===== src/rtl/fp_pkg.sv =====
// Shared floating-point constants and types for the x87 extended to binary64
// converter.
//   FP80_BIAS / FP64_BIAS  : exponent biases of the two formats
//   FP_REBIAS              : difference of the biases (fp80 exp -> fp64 exp)
//   FP64_QNAN              : default quiet NaN pattern
//   FP64_EXP_MAX           : all-ones binary64 exponent
//   conv_state_t           : converter FSM state
//   fp_flags_t             : exception flags carried with a result
package fp_pkg;

   localparam int FP80_BIAS    = 16383;
   localparam int FP64_BIAS    = 1023;
   localparam int FP_REBIAS    = FP80_BIAS - FP64_BIAS;   // 15360
   localparam logic [63:0] FP64_QNAN = 64'h7FF8_0000_0000_0000;
   localparam int FP64_EXP_MAX = 2047;

   typedef enum logic [1:0] {
      IDLE  = 2'd0,
      NORM  = 2'd1,
      ROUND = 2'd2,
      DONE  = 2'd3
   } conv_state_t;

   typedef struct packed {
      logic inexact;
      logic overflow;
      logic underflow;
      logic invalid;
   } fp_flags_t;

endpackage


===== src/rtl/fp80_to_fp64_conv_if.sv =====
// Handshake bundle of the fp80 -> fp64 converter.
//   in_valid/in_ready/in_data   : operand channel (80-bit x87 extended)
//   out_valid/out_ready/out_data: result channel (64-bit binary64)
//   out_inexact/overflow/underflow/invalid: flags travelling with out_data
// Modports: master = operand producer / result consumer, slave = converter.
interface fp80_to_fp64_conv_if;

   logic        in_valid;
   logic        in_ready;
   logic [79:0] in_data;
   logic        out_valid;
   logic        out_ready;
   logic [63:0] out_data;
   logic        out_inexact;
   logic        out_overflow;
   logic        out_underflow;
   logic        out_invalid;

   modport master (
      output in_valid, in_data, out_ready,
      input  in_ready, out_valid, out_data,
             out_inexact, out_overflow, out_underflow, out_invalid
   );

   modport slave (
      input  in_valid, in_data, out_ready,
      output in_ready, out_valid, out_data,
             out_inexact, out_overflow, out_underflow, out_invalid
   );

endinterface


===== src/rtl/fp_lzc8.sv =====
// 8-bit leading-zero counter.
//   din : value to scan (bit 7 is the MSB)
//   cnt : number of leading zeros, 0..7; an all-zero input returns 7 and the
//         caller is expected to handle that case separately.
module fp_lzc8 (
   input  logic [7:0] din,
   output logic [2:0] cnt
);

   // Ascending scan: the last hit is the most significant set bit.
   always_comb begin
      cnt = 3'd7;
      for (int i = 0; i < 8; i++) begin
         if (din[i]) cnt = 3'(7 - i);
      end
   end

endmodule


===== src/rtl/fp80_to_fp64_conv.sv =====
// x87 80-bit extended -> IEEE binary64 converter, one operand in flight.
//   clk, rst : clock, asynchronous active-high reset
//   bus      : fp80_to_fp64_conv_if.slave (operand in, result + flags out)
// FSM: IDLE (accept) -> [NORM]* -> ROUND -> DONE (hold until out_ready).
// Rounding is nearest-even; binary64 subnormals are flushed to signed zero.
// Build option FP80_CONV_UNNORM_EN: when defined, unnormal operands are
// normalised in NORM (8 bits per cycle); otherwise they flush to signed zero
// with only inexact set and latency stays fixed at 2.
module fp80_to_fp64_conv
   import fp_pkg::*;
(
   input  logic                 clk,
   input  logic                 rst,
   fp80_to_fp64_conv_if.slave   bus
);

   localparam logic signed [16:0] E_REBIAS = 17'(FP_REBIAS);
   localparam logic signed [16:0] E_MAX    = 17'(FP64_EXP_MAX);

   conv_state_t        state, state_nx;
   logic               sign_q;
   logic signed [16:0] exp_q;
   logic [63:0]        mant_q;
   logic [63:0]        out_q;
   fp_flags_t          flags_q;

   logic               accept;
   logic [63:0]        res_data;
   fp_flags_t          res_flags;

   assign accept = bus.in_valid && (state == IDLE);

`ifdef FP80_CONV_UNNORM_EN
   logic       in_unnorm;
   logic [2:0] lz;

   // Non-zero exponent, J clear, non-zero mantissa.
   assign in_unnorm = (bus.in_data[78:64] != 15'd0) && !bus.in_data[63] &&
                      (bus.in_data[63:0] != 64'd0);

   fp_lzc8 u_lzc (
      .din (mant_q[63:56]),
      .cnt (lz)
   );
`endif

   //---------------------------------------------------------------- FSM
   always_ff @(posedge clk or posedge rst) begin
      if (rst) state <= IDLE;
      else     state <= state_nx;
   end

   always_comb begin
      state_nx = state;
      case (state)
         IDLE: begin
            if (accept) begin
`ifdef FP80_CONV_UNNORM_EN
               state_nx = in_unnorm ? NORM : ROUND;
`else
               state_nx = ROUND;
`endif
            end
         end
         NORM: begin
`ifdef FP80_CONV_UNNORM_EN
            if (mant_q[63:56] != 8'd0) state_nx = ROUND;
`else
            state_nx = ROUND;
`endif
         end
         ROUND:   state_nx = DONE;
         DONE:    if (bus.out_ready) state_nx = IDLE;
         default: state_nx = IDLE;
      endcase
   end

   //---------------------------------------------------------- round/classify
   logic [51:0]        frac;
   logic               g, r, st, inc;
   logic [52:0]        frac_sum;
   logic signed [16:0] e64, e64_r;

   assign frac     = mant_q[62:11];
   assign g        = mant_q[10];
   assign r        = mant_q[9];
   assign st       = |mant_q[8:0];
   assign inc      = g & (r | st | frac[0]);
   assign frac_sum = {1'b0, frac} + {52'd0, inc};
   assign e64      = exp_q - E_REBIAS;
   // A carry out of the fraction leaves frac_sum[51:0] at zero already.
   assign e64_r    = frac_sum[52] ? e64 + 17'sd1 : e64;

   always_comb begin
      res_data  = {sign_q, 63'd0};
      res_flags = '0;
`ifndef FP80_CONV_UNNORM_EN
      if ((exp_q != 17'sd0) && !mant_q[63] && (mant_q != 64'd0)) begin
         res_flags.inexact = 1'b1;
      end else
`endif
      if (exp_q == 17'sd0) begin
         if (mant_q != 64'd0) begin
            res_flags.underflow = 1'b1;
            res_flags.inexact   = 1'b1;
         end
      end else if (exp_q == 17'sh7FFF) begin
         if (mant_q[62:0] == 63'd0) begin
            res_data = {sign_q, 11'h7FF, 52'd0};
         end else begin
            res_data          = {sign_q, FP64_QNAN[62:0]};
            res_flags.invalid = !mant_q[62];
         end
      end else if (e64_r >= E_MAX) begin
         res_data           = {sign_q, 11'h7FF, 52'd0};
         res_flags.overflow = 1'b1;
         res_flags.inexact  = 1'b1;
      end else if (e64_r <= 17'sd0) begin
         res_flags.underflow = 1'b1;
         res_flags.inexact   = 1'b1;
      end else begin
         res_data          = {sign_q, e64_r[10:0], frac_sum[51:0]};
         res_flags.inexact = g | r | st;
      end
   end

   //---------------------------------------------------------- datapath
   always_ff @(posedge clk or posedge rst) begin
      if (rst) begin
         sign_q  <= 1'b0;
         exp_q   <= '0;
         mant_q  <= '0;
         out_q   <= '0;
         flags_q <= '0;
      end else begin
         case (state)
            IDLE: begin
               if (accept) begin
                  sign_q <= bus.in_data[79];
                  exp_q  <= {2'b00, bus.in_data[78:64]};
                  mant_q <= bus.in_data[63:0];
               end
            end
`ifdef FP80_CONV_UNNORM_EN
            NORM: begin
               if (mant_q[63:56] == 8'd0) begin
                  mant_q <= mant_q << 8;
                  exp_q  <= exp_q - 17'sd8;
               end else begin
                  mant_q <= mant_q << lz;
                  exp_q  <= exp_q - {14'd0, lz};
               end
            end
`endif
            ROUND: begin
               out_q   <= res_data;
               flags_q <= res_flags;
            end
            default: ;
         endcase
      end
   end

   assign bus.in_ready      = (state == IDLE);
   assign bus.out_valid     = (state == DONE);
   assign bus.out_data      = out_q;
   assign bus.out_inexact   = flags_q.inexact;
   assign bus.out_overflow  = flags_q.overflow;
   assign bus.out_underflow = flags_q.underflow;
   assign bus.out_invalid   = flags_q.invalid;

endmodule


===== src/flat_wrapper.sv =====
// flat-port wrapper written by rule: the top's interface ports become plain ports
module fp80_to_fp64_conv_flat import fp_pkg::*;
  (clk, rst, bus_in_valid, bus_in_data, bus_out_ready, bus_in_ready, bus_out_valid, bus_out_data, bus_out_inexact, bus_out_overflow, bus_out_underflow, bus_out_invalid);
  fp80_to_fp64_conv_if bus_i ();
  input  logic clk;
  input  logic rst;
  input wire logic [$bits(bus_i.in_valid)-1:0] bus_in_valid;
  input wire logic [$bits(bus_i.in_data)-1:0] bus_in_data;
  input wire logic [$bits(bus_i.out_ready)-1:0] bus_out_ready;
  output wire logic [$bits(bus_i.in_ready)-1:0] bus_in_ready;
  output wire logic [$bits(bus_i.out_valid)-1:0] bus_out_valid;
  output wire logic [$bits(bus_i.out_data)-1:0] bus_out_data;
  output wire logic [$bits(bus_i.out_inexact)-1:0] bus_out_inexact;
  output wire logic [$bits(bus_i.out_overflow)-1:0] bus_out_overflow;
  output wire logic [$bits(bus_i.out_underflow)-1:0] bus_out_underflow;
  output wire logic [$bits(bus_i.out_invalid)-1:0] bus_out_invalid;
  assign bus_i.in_valid = bus_in_valid;
  assign bus_i.in_data = bus_in_data;
  assign bus_i.out_ready = bus_out_ready;
  assign bus_in_ready = bus_i.in_ready;
  assign bus_out_valid = bus_i.out_valid;
  assign bus_out_data = bus_i.out_data;
  assign bus_out_inexact = bus_i.out_inexact;
  assign bus_out_overflow = bus_i.out_overflow;
  assign bus_out_underflow = bus_i.out_underflow;
  assign bus_out_invalid = bus_i.out_invalid;
  fp80_to_fp64_conv u_core (.clk(clk), .rst(rst), .bus(bus_i));
endmodule

===== config.mk =====
export PLATFORM = sky130hd
export DESIGN_NAME = fp80_to_fp64_conv_flat
export DESIGN_NICKNAME = d
export VERILOG_FILES = /design/src/rtl/fp_pkg.sv /design/src/rtl/fp80_to_fp64_conv_if.sv /design/src/rtl/fp_lzc8.sv /design/src/rtl/fp80_to_fp64_conv.sv /design/src/flat_wrapper.sv
export SDC_FILE = /design/constraint.sdc
export NUM_CORES = 1
export LEC_CHECK = 0
export BUFFER_PORTS_ARGS = -buffer_cell sky130_fd_sc_hd__buf_2
export CAP_MARGIN = 30
export CORE_MARGIN = 2
export CORE_UTILIZATION = 46
export CTS_CLUSTER_DIAMETER = 100
export DETAILED_ROUTE_END_ITERATION = 7
export GPL_ROUTABILITY_DRIVEN = 0
export MAX_ROUTING_LAYER = met4
export PLACE_DENSITY = 0.79
export SYNTH_ARGS = -nofsm -noshare
export SYNTH_HDL_FRONTEND = slang
export SYNTH_HIERARCHICAL = 1
export SYNTH_SLANG_ARGS = --single-unit

===== constraint.sdc =====
create_clock -name clk -period 6.1 [get_ports clk]
set_input_delay 0.305 -clock clk [delete_from_list [all_inputs] [get_ports clk]]
set_output_delay 0.305 -clock clk [all_outputs]
set_load 0.01 [all_outputs]

=== After elaboration in Yosys (flattened, before gate mapping) ===
Cells that the tools add are included.

* Bits in registers: 150
* Input port bits: 84
* Output and inout bits: 70
* Logic and storage cells: 63

* Add/sub/neg operators: 3
* $lt $le $gt $ge: 2
* Equality and inequality tests: 6
* Muxes and demuxes: 25
* Bitwise logic cells: 5
* Reduce and logical (&&, ||, !) cells: 13

{| class="wikitable"
|+ Operators by type and width
! operator !! count
|-
| 63-bit 2-to-1 mux || 5
|-
| 64-bit nonzero test || 1
|-
| 63-bit zero test || 1
|-
| 52-bit by 1-bit adder with 53-bit output || 1
|-
| 52-bit 2-to-1 mux || 1
|-
| 17-bit by 2-bit adder with 17-bit output, second input constant || 1
|-
| 17-bit by 12-bit >= comparator with 1-bit output, second input constant || 1
|-
| 17-bit by 1-bit less-or-equal comparator with 1-bit output, second input constant || 1
|-
| 17-bit zero test || 1
|-
| 17-bit 2-to-1 mux || 1
|-
| 17-bit nonzero test || 1
|-
| 15-bit by 14-bit subtractor with 16-bit output, second input constant || 1
|-
| 15-bit by 1-bit == test with 1-bit output, second input constant || 1
|-
| 1-bit 2-to-1 mux || 13
|-
| 9-bit OR reduction || 1
|-
| 2-bit one-hot mux with 4 select lines || 1
|-
| 3-bit 2-to-1 mux || 2
|-
| 2-bit == test, second input constant || 2
|-
| 2-bit 2-to-1 mux || 2
|-
| 1-bit bitwise OR || 4
|-
| 2-bit AND reduction || 2
|-
| 1-bit logical AND || 3
|-
| 2-bit by 1-bit == test with 1-bit output, second input constant || 1
|-
| 1-bit zero test || 2
|-
| 4 further kinds || 4
|}

=== Logic depth before layout (Yosys ltp) ===
Gate-level depths: netlist of run 1.

* Depth after elaboration: 12
* Mapped depth: 13
* Depth with buffers taken out: 10

=== Least setup slack after synthesis of run 1 ===
No wires, ideal clock.

* Path kind: register to register
* Start point: register u_core.mant_q[10]
* End point: register u_core.out_q[51] (netlist: u_core/bus.out_data[51])
* Library setup time: 90 ps
* Arrival time: 3,023 ps
* Data required time: 6,010 ps
* Setup slack: 2,987 ps
* Stages on the path, launching flop included: 12
* Path buffers: 2
* Period minus slack after synthesis: 3,113 ps
* Path through: dfrtp_1 > and2_1 > ha_1 > and4_1 > nand4_1 > or4_1 > clkbuf_1 > or2_1 > buf_2 > o31a_1 > or4_1 > o221ai_1

* Cells in the longest elaborated chain, start to end: 9
* Elaborated cells between the ends (all ways): 14
* Classes of those cells: 1 x add/sub; 2 x order compare; 7 x mux; 1 x bitwise; 3 x reduce/logical

{| class="wikitable"
|+ Ends and longest elaborated chain
! item !! RTL line !! RTL
|-
| start: declaration || fp80_to_fp64_conv.sv:23 || <nowiki>logic [63:0] mant_q;</nowiki>
|-
| start signal: assignment || fp80_to_fp64_conv.sv:141 || <nowiki>mant_q <= bus.in_data[63:0];</nowiki>
|-
| 1-bit AND || fp80_to_fp64_conv.sv:88 || <nowiki>assign inc = g & (r | st | frac[0]);</nowiki>
|-
| 52-bit by 1-bit adder with 53-bit output || fp80_to_fp64_conv.sv:89 || <nowiki>assign frac_sum = {1'b0, frac} + {52'd0, inc};</nowiki>
|-
| 17-bit 2-to-1 mux || fp80_to_fp64_conv.sv:92 || <nowiki>assign e64_r = frac_sum[52] ? e64 + 17'sd1 : e64;</nowiki>
|-
| 17-bit by 1-bit less-or-equal comparator with 1-bit output || fp80_to_fp64_conv.sv:118 || <nowiki>end else if (e64_r <= 17'sd0) begin</nowiki>
|-
| 63-bit 2-to-1 mux || fp80_to_fp64_conv.sv:118 ||
|-
| 63-bit 2-to-1 mux || fp80_to_fp64_conv.sv:114 || <nowiki>end else if (e64_r >= E_MAX) begin</nowiki>
|-
| 63-bit 2-to-1 mux || fp80_to_fp64_conv.sv:107 || <nowiki>end else if (exp_q == 17'sh7FFF) begin</nowiki>
|-
| 63-bit 2-to-1 mux || fp80_to_fp64_conv.sv:102 || <nowiki>if (exp_q == 17'sd0) begin</nowiki>
|-
| 63-bit 2-to-1 mux * || fp80_to_fp64_conv.sv:98 || <nowiki>if ((exp_q != 17'sd0) && !mant_q[63] && (mant_q != 64'd0)) begin</nowiki>
|-
| end signal: assignment || fp80_to_fp64_conv.sv:156 || <nowiki>out_q <= res_data;</nowiki>
|-
| end: declaration || fp80_to_fp64_conv.sv:24 || <nowiki>logic [63:0] out_q;</nowiki>
|}

Mark *: on every way between the ends. The rest lies on a longest branch, timed or not.
A chain may end at the register's enable or synchronous reset.

=== Worst setup path after layout of run 1 ===
* Start point: register u_core.mant_q[10]
* End point: register u_core.out_q[24] (netlist: u_core/bus.out_data[24])

Same word-level chain as after synthesis.

==> impl_metrics.tcl, run 1 <==
set metrics [dict create \
    outcome "completed" \
    max_stage_delay_ns 0.65 \
    intPower_mw 2.563 \
    coreArea_sq_um 16000 \
    yosysTopAreaCell "dfrtp_1" \
    fp-row-count 46 \
    skew_ns 0.009460 \
    synth_cell_types 55 \
    synth-seq-cells 150 \
    num-nets-final 974 \
    slew_viol_final 0 \
    ir_drop_mv 0.2551 \
    synth_top_area_share 0.4953 \
    first_pass_iters 5 \
    start_kind "register" \
    combPwrFrac 0.287 \
    hold_buffers 0 \
    grt_pass1_wl_mm 31.45 \
    crit_start "u_core/mant_q[10]" \
    antenna_found_initial 1 \
    drc 0 \
    holdCritStartpoint "bus_out_ready" \
    cts_resized 0 \
    htreeDepth 4 \
    hold_slack_ns 0.06754 \
    cp.required_ns 6.45 \
    timing.critical_path.buf_inv 2 \
    hold_path_class "in2reg" \
    grt_max_degree 105 \
    cpLargestDelayFamily "simple AND/OR/NAND/NOR gates" \
    die_w_um 132.4 \
    routed_wl_mm 19.28 \
    finalSetupViolations 0 \
    cap_violations 0 \
    fin_crit_ns 4.092 \
    routed_via_density 5.539 \
    port_buffers 153 \
    p_per_area_nw_per_um2 441.0 \
    slew-limit-headroom 0.5060 \
    synth_warnings 6 \
    first_iter_violations 515 \
    cp_slowest_cell "or4_1" \
    mappedNetlistArea_sq_um 7579 \
    leakage_nw 4.002 \
    ys_seq_area_frac 0.4953 \
    period_share 0.6708 \
    crit_path_max_fanout 21 \
    synth-edff-count 0 \
    whs_path_depth 2 \
    rrSetupSlack_ns 2.01 \
    syn_area_per_cell_sq_um 10.16 \
    critical_path_class "reg2reg" \
    cts.path.max_buffers 2 \
    cts_made_buffers 17 \
    cts_tree "yes" \
    path_depth 12 \
    routedWlPerCell_um 17.30 \
    ant_nets 0 \
    crit_chain "and2_1 > ha_1 > and4_1 > nand4_1 > or4_1 > or2_1 > o31a_1 > nor2b_4 > o2111ai_4 > buf_16 > buf_4 > o21ai_1" \
    end_kind "register" \
    rsz0062_at_grt "no" \
    timing.fmax_ghz 0.2444 \
    initial_core_util 0.4736 \
    vias 6170 \
    finalSetupTns_ns 0 \
    ys.flop_type "dfrtp_1" \
    r2r_cells 12 \
    synthTopCellsByArea "dfrtp_1 50%, mux2_2 11%, nand2_1 5.3%" \
    grt_pass1_vias 6142 \
    clockPowerShare 0.272 \
    syn_nets 836 \
    tightest_slew_ns 0.7410 \
    arrival_ns 4.44 \
    async_flop_share 1.000 \
    die_y_um 132.4 \
    clk_pin_slew_worst_paths_ns 0.06 \
    clock-sinks 150 \
    postSynthCellCount 746 \
    clk_latency_ns 0.43 \
    grt_remaining_overflow 0 \
    final_hold_viol_count 0 \
    r2r_start "u_core/mant_q[10]" \
    hpwlAfterDp_mm 13.66 \
    pin_count 154 \
    track_usage 0.2345 \
    syn2layout_area_growth_pct 21.30 \
    die_area_sq_um 17520 \
    seqPwrFrac 0.441 \
    post-cts-setup-buffers 0 \
    p_sw_mw 1.491 \
    clockRootBuffer "clkbuf_16" \
    p_sw_frac 0.3678 \
    drive_above_1_share 0.3133 \
    p_total_mw 4.054 \
]
power groups by stage:
stage | Sequential (mW) | Combinational [mW] | Clock, mW
after global routing | 1.85 | 1.29 | 1.17
after detailed placement | 1.79 | 1.15 | 0
after floorplan | 1.61 | 0.970 | 0
final | 1.79 | 1.16 | 1.10
after global placement | 1.77 | 1.12 | 0
after CTS | 1.77 | 1.16 | 1.12
final cells by class:
| cell class | instances | area [sq um] |
|---|---|---|
| Sequential cell | 150 | 3754 |
| Antenna cell | 1 | 2.502 |
| Multi-Input combinational cell | 538 | 3605 |
| Tap cell | 216 | 270.3 |
| Fill cell | 1411 | 6808 |
| Clock inverter | 12 | 167.7 |
| Inverter | 15 | 61.31 |
| Clock buffer | 20 | 456.7 |
| Timing Repair Buffer | 162 | 875.8 |
sequential cells by signal, indices dropped and copies added, names as in the netlist:
name	cells
u_core/bus.out_overflow	1
u_core/bus.out_inexact	1
u_core/sign_q	1
u_core/exp_q	15
u_core/bus.out_data	64
u_core/mant_q	64
u_core/bus.out_invalid	1
u_core/state	2
u_core/bus.out_underflow	1
worst paths after layout:
path	endpoint
setup / recovery	u_core/bus.out_data[24]
hold / removal	u_core/state[1]
setup reg to reg	u_core/bus.out_data[24]
hold reg to reg	u_core/bus.out_invalid
max in group asynchronous	u_core/exp_q[0]
min in group asynchronous	u_core/mant_q[49]
through the flow:
step                      utilization  area (sq um)  std cells  worst slack [ns]
final                          0.5745          9193       1114             2.008
after floorplan                     -          7579        746             1.759
after global routing           0.5745          9193       1114             1.657
after CTS                      0.5720          9153       1111             2.015
after global placement         0.5313          8501       1078             2.065
after detailed placement       0.5330          8528       1079             2.050
synth_stat cells, drive strengths merged, types with 5 or more instances:
library cell,count
dfrtp,150
nand2,108
mux2,73
o21ai,71
xor2,38
clkbuf,32
nand3,32
nor2,30
nand4,26
xnor2,26
nor4,18
nor3,16
inv,15
a22o,11
buf,11
and3,10
and4,9
a21oi,6
ha,6
and2,5
mux2i,5
nor2b,5
layer usage:
metal / track usage / wire (um) / vias up
li1: - / - / 2920
met1: 0.2930 / 8177 / 2986
met2: 0.3754 / 9464 / 223
met3: 0.04921 / 1045 / 41
met4: 0.09020 / 589 / 0
met5: - / 0 / -
kinds of logic (layout without fill, tap and decap cells):
family / Yosys count / after routing / synth area share
fa+ha+maj: 6 / 6 / 0.009906
mux: 78 / 78 / 0.1151
compound gates: 109 / 109 / 0.08602
flops: 150 / 150 / 0.4953
xor+xnor: 64 / 64 / 0.07396
buf+inv: 58 / 209 / 0.03120
simple gates: 281 / 281 / 0.1885
other cells: 0 / 1 / 0
layout by cell type, fill, tap and decap left out, types with 14 or more instances in the layout:
cell / netlist / routed
buf_2: 9 / 153
clkbuf_16: 0 / 17
dfrtp_1: 150 / 150
inv_1: 15 / 14
mux2_2: 73 / 73
nand2_1: 108 / 108
nand3_1: 31 / 31
nand4_1: 26 / 26
nor2_1: 29 / 29
nor3_1: 14 / 14
nor4_1: 18 / 18
o21ai_0: 21 / 21
o21ai_1: 50 / 50
xnor2_1: 26 / 26
xor2_1: 38 / 38
Power figures use the tool's default switching activity.
==> run 2, diff against run 1 <==
Settings changed: ABC_AREA set to 1, PLACE_DENSITY 0.79 to 0.81.
Clock period 6.1 ns to 3.73 ns, I/O delays scaled along.
==> impl_metrics.tcl, run 2 <==
set metrics [dict create \
    die_y_um 138.5 \
    path_common_cell "nand2_1" \
    synth_cell_types 36 \
    met3_length_mm 1.559 \
    skew_ns 0.01059 \
    max_stage_delay_ns 0.60 \
    dp_cells 1414 \
    timing.fmax_ghz 0.3120 \
    p_per_area_nw_per_um2 781.6 \
    period_share 0.8592 \
    grt_pass1_wl_mm 36.78 \
    fp-row-count 49 \
    routed_via_density 5.234 \
    ys_seq_area_frac 0.4510 \
    final_hold_viol_count 0 \
    drc 0 \
    grt_remaining_overflow 0 \
    clockRootBuffer "clkbuf_16" \
    fin_cells 1468 \
    yosysTopAreaCell "dfrtp_1" \
    cts.path.max_buffers 2 \
    routed_wl_mm 22.54 \
    synth-seq-cells 150 \
    synth_top_area_share 0.4510 \
    finalSetupViolations 0 \
    hold_path_class "in2reg" \
    pin_count 154 \
    htreeDepth 4 \
    postSynthCellCount 1064 \
    coreArea_sq_um 17840 \
    end_kind "register" \
    syn_nets 1154 \
    clk_pin_slew_worst_paths_ns 0.06 \
    cts_made_buffers 17 \
    tightest_slew_ns 0.7152 \
    leakage_nw 5.215 \
    yosysMostFrequentCell "nand2_1" \
    synth-edff-count 0 \
    arrival_ns 3.53 \
    num-fill-cells 1605 \
    track_usage 0.2439 \
    cp_slowest_cell "nor3_1" \
    highest-signal-layer "met4" \
    num-nets-final 1318 \
    cap_violations 0 \
    async_flop_share 1.000 \
    rsz0062_at_grt "no" \
    die_area_sq_um 19190 \
    hpwlAfterDp_mm 16.18 \
    synthTopCellsByCount "266 x nand2_1, 150 x dfrtp_1, 146 x nor2_1" \
    clk_latency_ns 0.43 \
    crit_chain "nand2_1 > inv_1 > ha_1 > nand2_1 > nor2_2 > nand2_1 > nor3_1 > nand4_1 > nand2_1 > nand3_1 > nor2_1 > nand3_2 > nand2_2 > nand2_1 > nand3_1 > nand2_1 > nand2_1 > nand2_1" \
    syn2layout_area_growth_pct 21.26 \
    synthTopCellsByArea "dfrtp_1 45%, nand2_1 12%, nor2_1 6.6%" \
    crit_path_max_fanout 16 \
    wl_met2_mm 10.96 \
    ant_nets 0 \
    fin_crit_ns 3.205 \
    start_kind "register" \
    finalSetupTns_ns 0 \
    drive_above_1_share 0.2149 \
    syn_area_per_cell_sq_um 7.822 \
    grt_max_degree 129 \
    routedWlPerCell_um 15.35 \
    first_pass_iters 7 \
    slew_viol_final 0 \
    outcome "completed" \
    port_buffers 153 \
    ys.flop_type "dfrtp_1" \
    post-cts-setup-buffers 0 \
    first_iter_violations 845 \
    mappedNetlistArea_sq_um 8323 \
    die_w_um 138.5 \
    initial_core_util 0.4665 \
    critical_path_class "reg2reg" \
    vias 7683 \
    layout_common_cells "265 x nand2_1, 153 x buf_2, 150 x dfrtp_1, 146 x nor2_1, 107 x inv_1" \
    mostFrequentLayoutCell "nand2_1" \
    antenna_found_initial 1 \
    met1_length_mm 9.406 \
    cp.required_ns 4.05 \
    slew-limit-headroom 0.5232 \
    cts_tree "yes" \
    ir_drop_mv 0.4166 \
    grt_pass1_vias 7643 \
    synth_warnings 6 \
    clock-sinks 150 \
]
==> run 2: final cells by class <==
type                            count  area, sq um  area share
Tap cell                          229        286.5     0.02839
Sequential cell                   150         3754      0.3719
Clock inverter                      9        127.6     0.01265
Clock buffer                       20        456.7     0.04525
Antenna cell                        1        2.502   0.0002480
Multi-Input combinational cell    763         3953      0.3916
Inverter                          114        431.7     0.04277
Timing Repair Buffer              182         1081      0.1071
==> run 2: worst paths after layout <==
| check | from | slack (ns) | depth (start not counted) | to |
|---|---|---|---|---|
| worst max-delay path | u_core/mant_q[11] | 0.53 | 18 | u_core/bus.out_data[51] |
| worst min-delay path | bus_in_data[30] | 0.007 | 2 | u_core/mant_q[30] |
| worst max register to register | u_core/mant_q[11] | 0.53 | 18 | u_core/bus.out_data[51] |
| worst min register to register | u_core/bus.out_data[55] | 0.47 | 2 | u_core/bus.out_data[55] |
| max in group asynchronous | rst | 2.37 | 4 | u_core/exp_q[7] |
| min in group asynchronous | rst | 0.34 | 3 | u_core/bus.out_data[26] |
==> run 2: metal layers <==
layer  vias up  track usage
met5         -            -
met4         0      0.08539
met3        59      0.05161
met2       287       0.3986
met1      3586       0.3019
li1       3751            -
==> run 2: power by group <==
| part | leakage (nW) | total [mW] | switching [mW] | internal, mW |
|---|---|---|---|---|
| combinational | 3.10 | 3.22 | 2.09 | 1.13 |
| sequential | 1.82 | 2.92 | 0.663 | 2.26 |
| clock | 0.292 | 1.74 | 0.669 | 1.07 |
| total | 5.22 | 7.89 | 3.42 | 4.47 |
==> run 2: worst max-delay path: cells and delay by family (launching register included) <==
family | cells | cell delay, ns
flip-flops | 1 | 0.37
buffers and inverters | 1 | 0.08
AND/OR/NAND/NOR | 16 | 2.47
adder cells (fa/ha/maj) | 1 | 0.18
==> run 2: through the flow <==
stage               area [sq um]  worst slack [ns]  power [mW]    util  hold WS [ns]
global placement            9265            0.6669       5.968  0.5193        0.2392
CTS                        10090            0.5171       7.874  0.5655     0.0005763
finish                     10090            0.5254       7.888  0.5657      0.006629
detailed placement          9265            0.5352       6.088  0.5193        0.2484
floorplan                   8327             1.224       5.106       -        0.2736
global route               10090            0.1913       8.458  0.5657      0.009148
==> run 2: cells by family after synthesis <==
kind of cell | synth area share
adder cells (fa/ha/maj) | 0.009020
AO/OA/AOI/OAI | 0.09922
AND/OR/NAND/NOR | 0.2789
flip-flops | 0.4510
buffers and inverters | 0.07501
XOR/XNOR | 0.05577
multiplexers | 0.03112
==> run 2: repair_timing <==
action	4_1_cts	5_1_grt
endpoints found under the hold margin	45	0
hold buffers	24	0
resized for setup	0	0
==> run 3, diff against run 2 <==
Settings changed: ABC_AREA 1 to unset.
==> impl_metrics.tcl, run 3 (synthesis gave the netlist of run 1 again) <==
set metrics [dict create \
    outcome "completed" \
    cp.required_ns 4.04 \
    finalSetupViolations 0 \
    htreeDepth 4 \
    mostFrequentLayoutCell "buf_2" \
    die_w_um 132.4 \
    intPower_mw 4.087 \
    syn2layout_area_growth_pct 30.71 \
    clk_latency_ns 0.43 \
    routedWlPerCell_um 17.46 \
    cts_tree "yes" \
    grt_pass1_wl_mm 33.89 \
    rsz0062_at_grt "no" \
    p_total_mw 6.537 \
    tightest_slew_ns 0.6048 \
    combPwrFrac 0.306 \
    pin_count 154 \
    skew_ns 0.009026 \
    hold_slack_ns 0.01267 \
    hpwlAfterDp_mm 13.94 \
    first_iter_violations 680 \
    slew_viol_final 0 \
    antenna_found_initial 1 \
    start_kind "register" \
    timing.fmax_ghz 0.2974 \
    grt_remaining_overflow 0 \
    drc 0 \
    clk_pin_slew_worst_paths_ns 0.06 \
    cts_made_buffers 17 \
    period_share 0.9015 \
    fp-row-count 46 \
    arrival_ns 3.67 \
    end_kind "register" \
    crit_path_max_fanout 11 \
    first_pass_iters 6 \
    p_sw_mw 2.449 \
    clockRootBuffer "clkbuf_16" \
    drive_above_1_share 0.2948 \
    grt_pass1_vias 6611 \
    fin_area_sq_um 9906 \
    coreArea_sq_um 16000 \
    cts.path.max_buffers 2 \
    dpl_cell_area_sq_um 8600 \
    clock-sinks 150 \
    hold_path_class "in2reg" \
    ir_drop_mv 0.3745 \
    grt_max_degree 92 \
    die_area_sq_um 17520 \
    seqPwrFrac 0.447 \
    initial_core_util 0.4736 \
    ant_nets 0 \
    slew-limit-headroom 0.5968 \
    fin_crit_ns 3.363 \
    finalSetupTns_ns 0 \
    p_per_area_nw_per_um2 659.9 \
    final_hold_viol_count 0 \
    num-nets-final 1055 \
    die_y_um 132.4 \
    layout_common_cells "153 x buf_2, 150 x dfrtp_1, 108 x nand2_1, 74 x dlygate4sd3_1, 73 x mux2_2" \
    vias 6597 \
    port_buffers 153 \
    p_sw_frac 0.3747 \
    routed_wl_mm 20.85 \
    clockPowerShare 0.247 \
    leakage_nw 4.295 \
    routed_via_density 5.525 \
    track_usage 0.2524 \
    cap_violations 0 \
    critical_path_class "reg2reg" \
]
## run 3: worst paths after layout
| kind | from | end | slack (ns) | cells past startpoint |
|---|---|---|---|---|
| max in group asynchronous | rst | u_core/exp_q[11] | 2.56 | 4 |
| worst max-delay path | u_core/mant_q[10] | u_core/bus.out_inexact | 0.37 | 11 |
| min in group asynchronous | rst | u_core/mant_q[18] | 0.30 | 3 |
| worst max register to register | u_core/mant_q[10] | u_core/bus.out_inexact | 0.37 | 11 |
| worst min register to register | u_core/bus.out_data[42] | u_core/bus.out_data[42] | 0.48 | 2 |
| worst min-delay path | bus_in_data[57] | u_core/mant_q[57] | 0.01 | 2 |
## run 3: through the flow
stage	util	instances	worst slack [ns]
after floorplan	-	746	0.6169
after global placement	0.5357	1086	0.2552
after detailed placement	0.5375	1087	0.1394
after CTS	0.6176	1191	0.1129
after global routing	0.6191	1194	0.1109
final	0.6191	1194	0.3675
## run 3: layout make-up
cell class | instances | area (sq um)
diodes | 1 | 2.502
clock buffers | 20 | 446.7
clock inverters | 11 | 105.1
fillers | 1262 | 6095
inverters | 15 | 60.06
multi-input cells | 538 | 3608
flip-flops and latches | 150 | 3754
well taps | 216 | 270.3
repair buffers | 243 | 1659
## run 3: what timing repair did
item,in CTS,in global routing
hold buffers,73,1
endpoints found under the hold margin,90,1
setup buffers,0,1
setup endpoints to repair,0,41
resized for setup,0,1
## run 3: worst max-delay path, stage by stage (launching register included)
cell and delay (ns):
dfrtp_1 0.43, and2_1 0.16, ha_1 0.19, and4_1 0.25, nand4_1 0.19, or4_4 0.58, or2_1 0.32, o31a_1 0.35
nor2b_4 0.15, o2111ai_4 0.14, buf_4 0.23, o31a_1 0.24
## run 3: layer usage
metal  GRT usage  vias up  wire length, um  part of all wire
li1            -     3087                -                 -
met1      0.3032     3197             8450              0.41
met2      0.4131      252            10410              0.50
met3     0.05190       61             1210             0.058
met4      0.1093        0              784             0.038
met5           -        -                0                 0
## run 3: power by group through the flow
stage / registers (mW) / clock network, mW / logic (mW)
floorplan: 2.63 / 0 / 1.59
global placement: 2.89 / 0 / 1.84
detailed placement: 2.92 / 0 / 1.90
CTS: 2.90 / 1.63 / 1.98
global route: 3.01 / 1.72 / 2.20
finish: 2.92 / 1.61 / 2.00
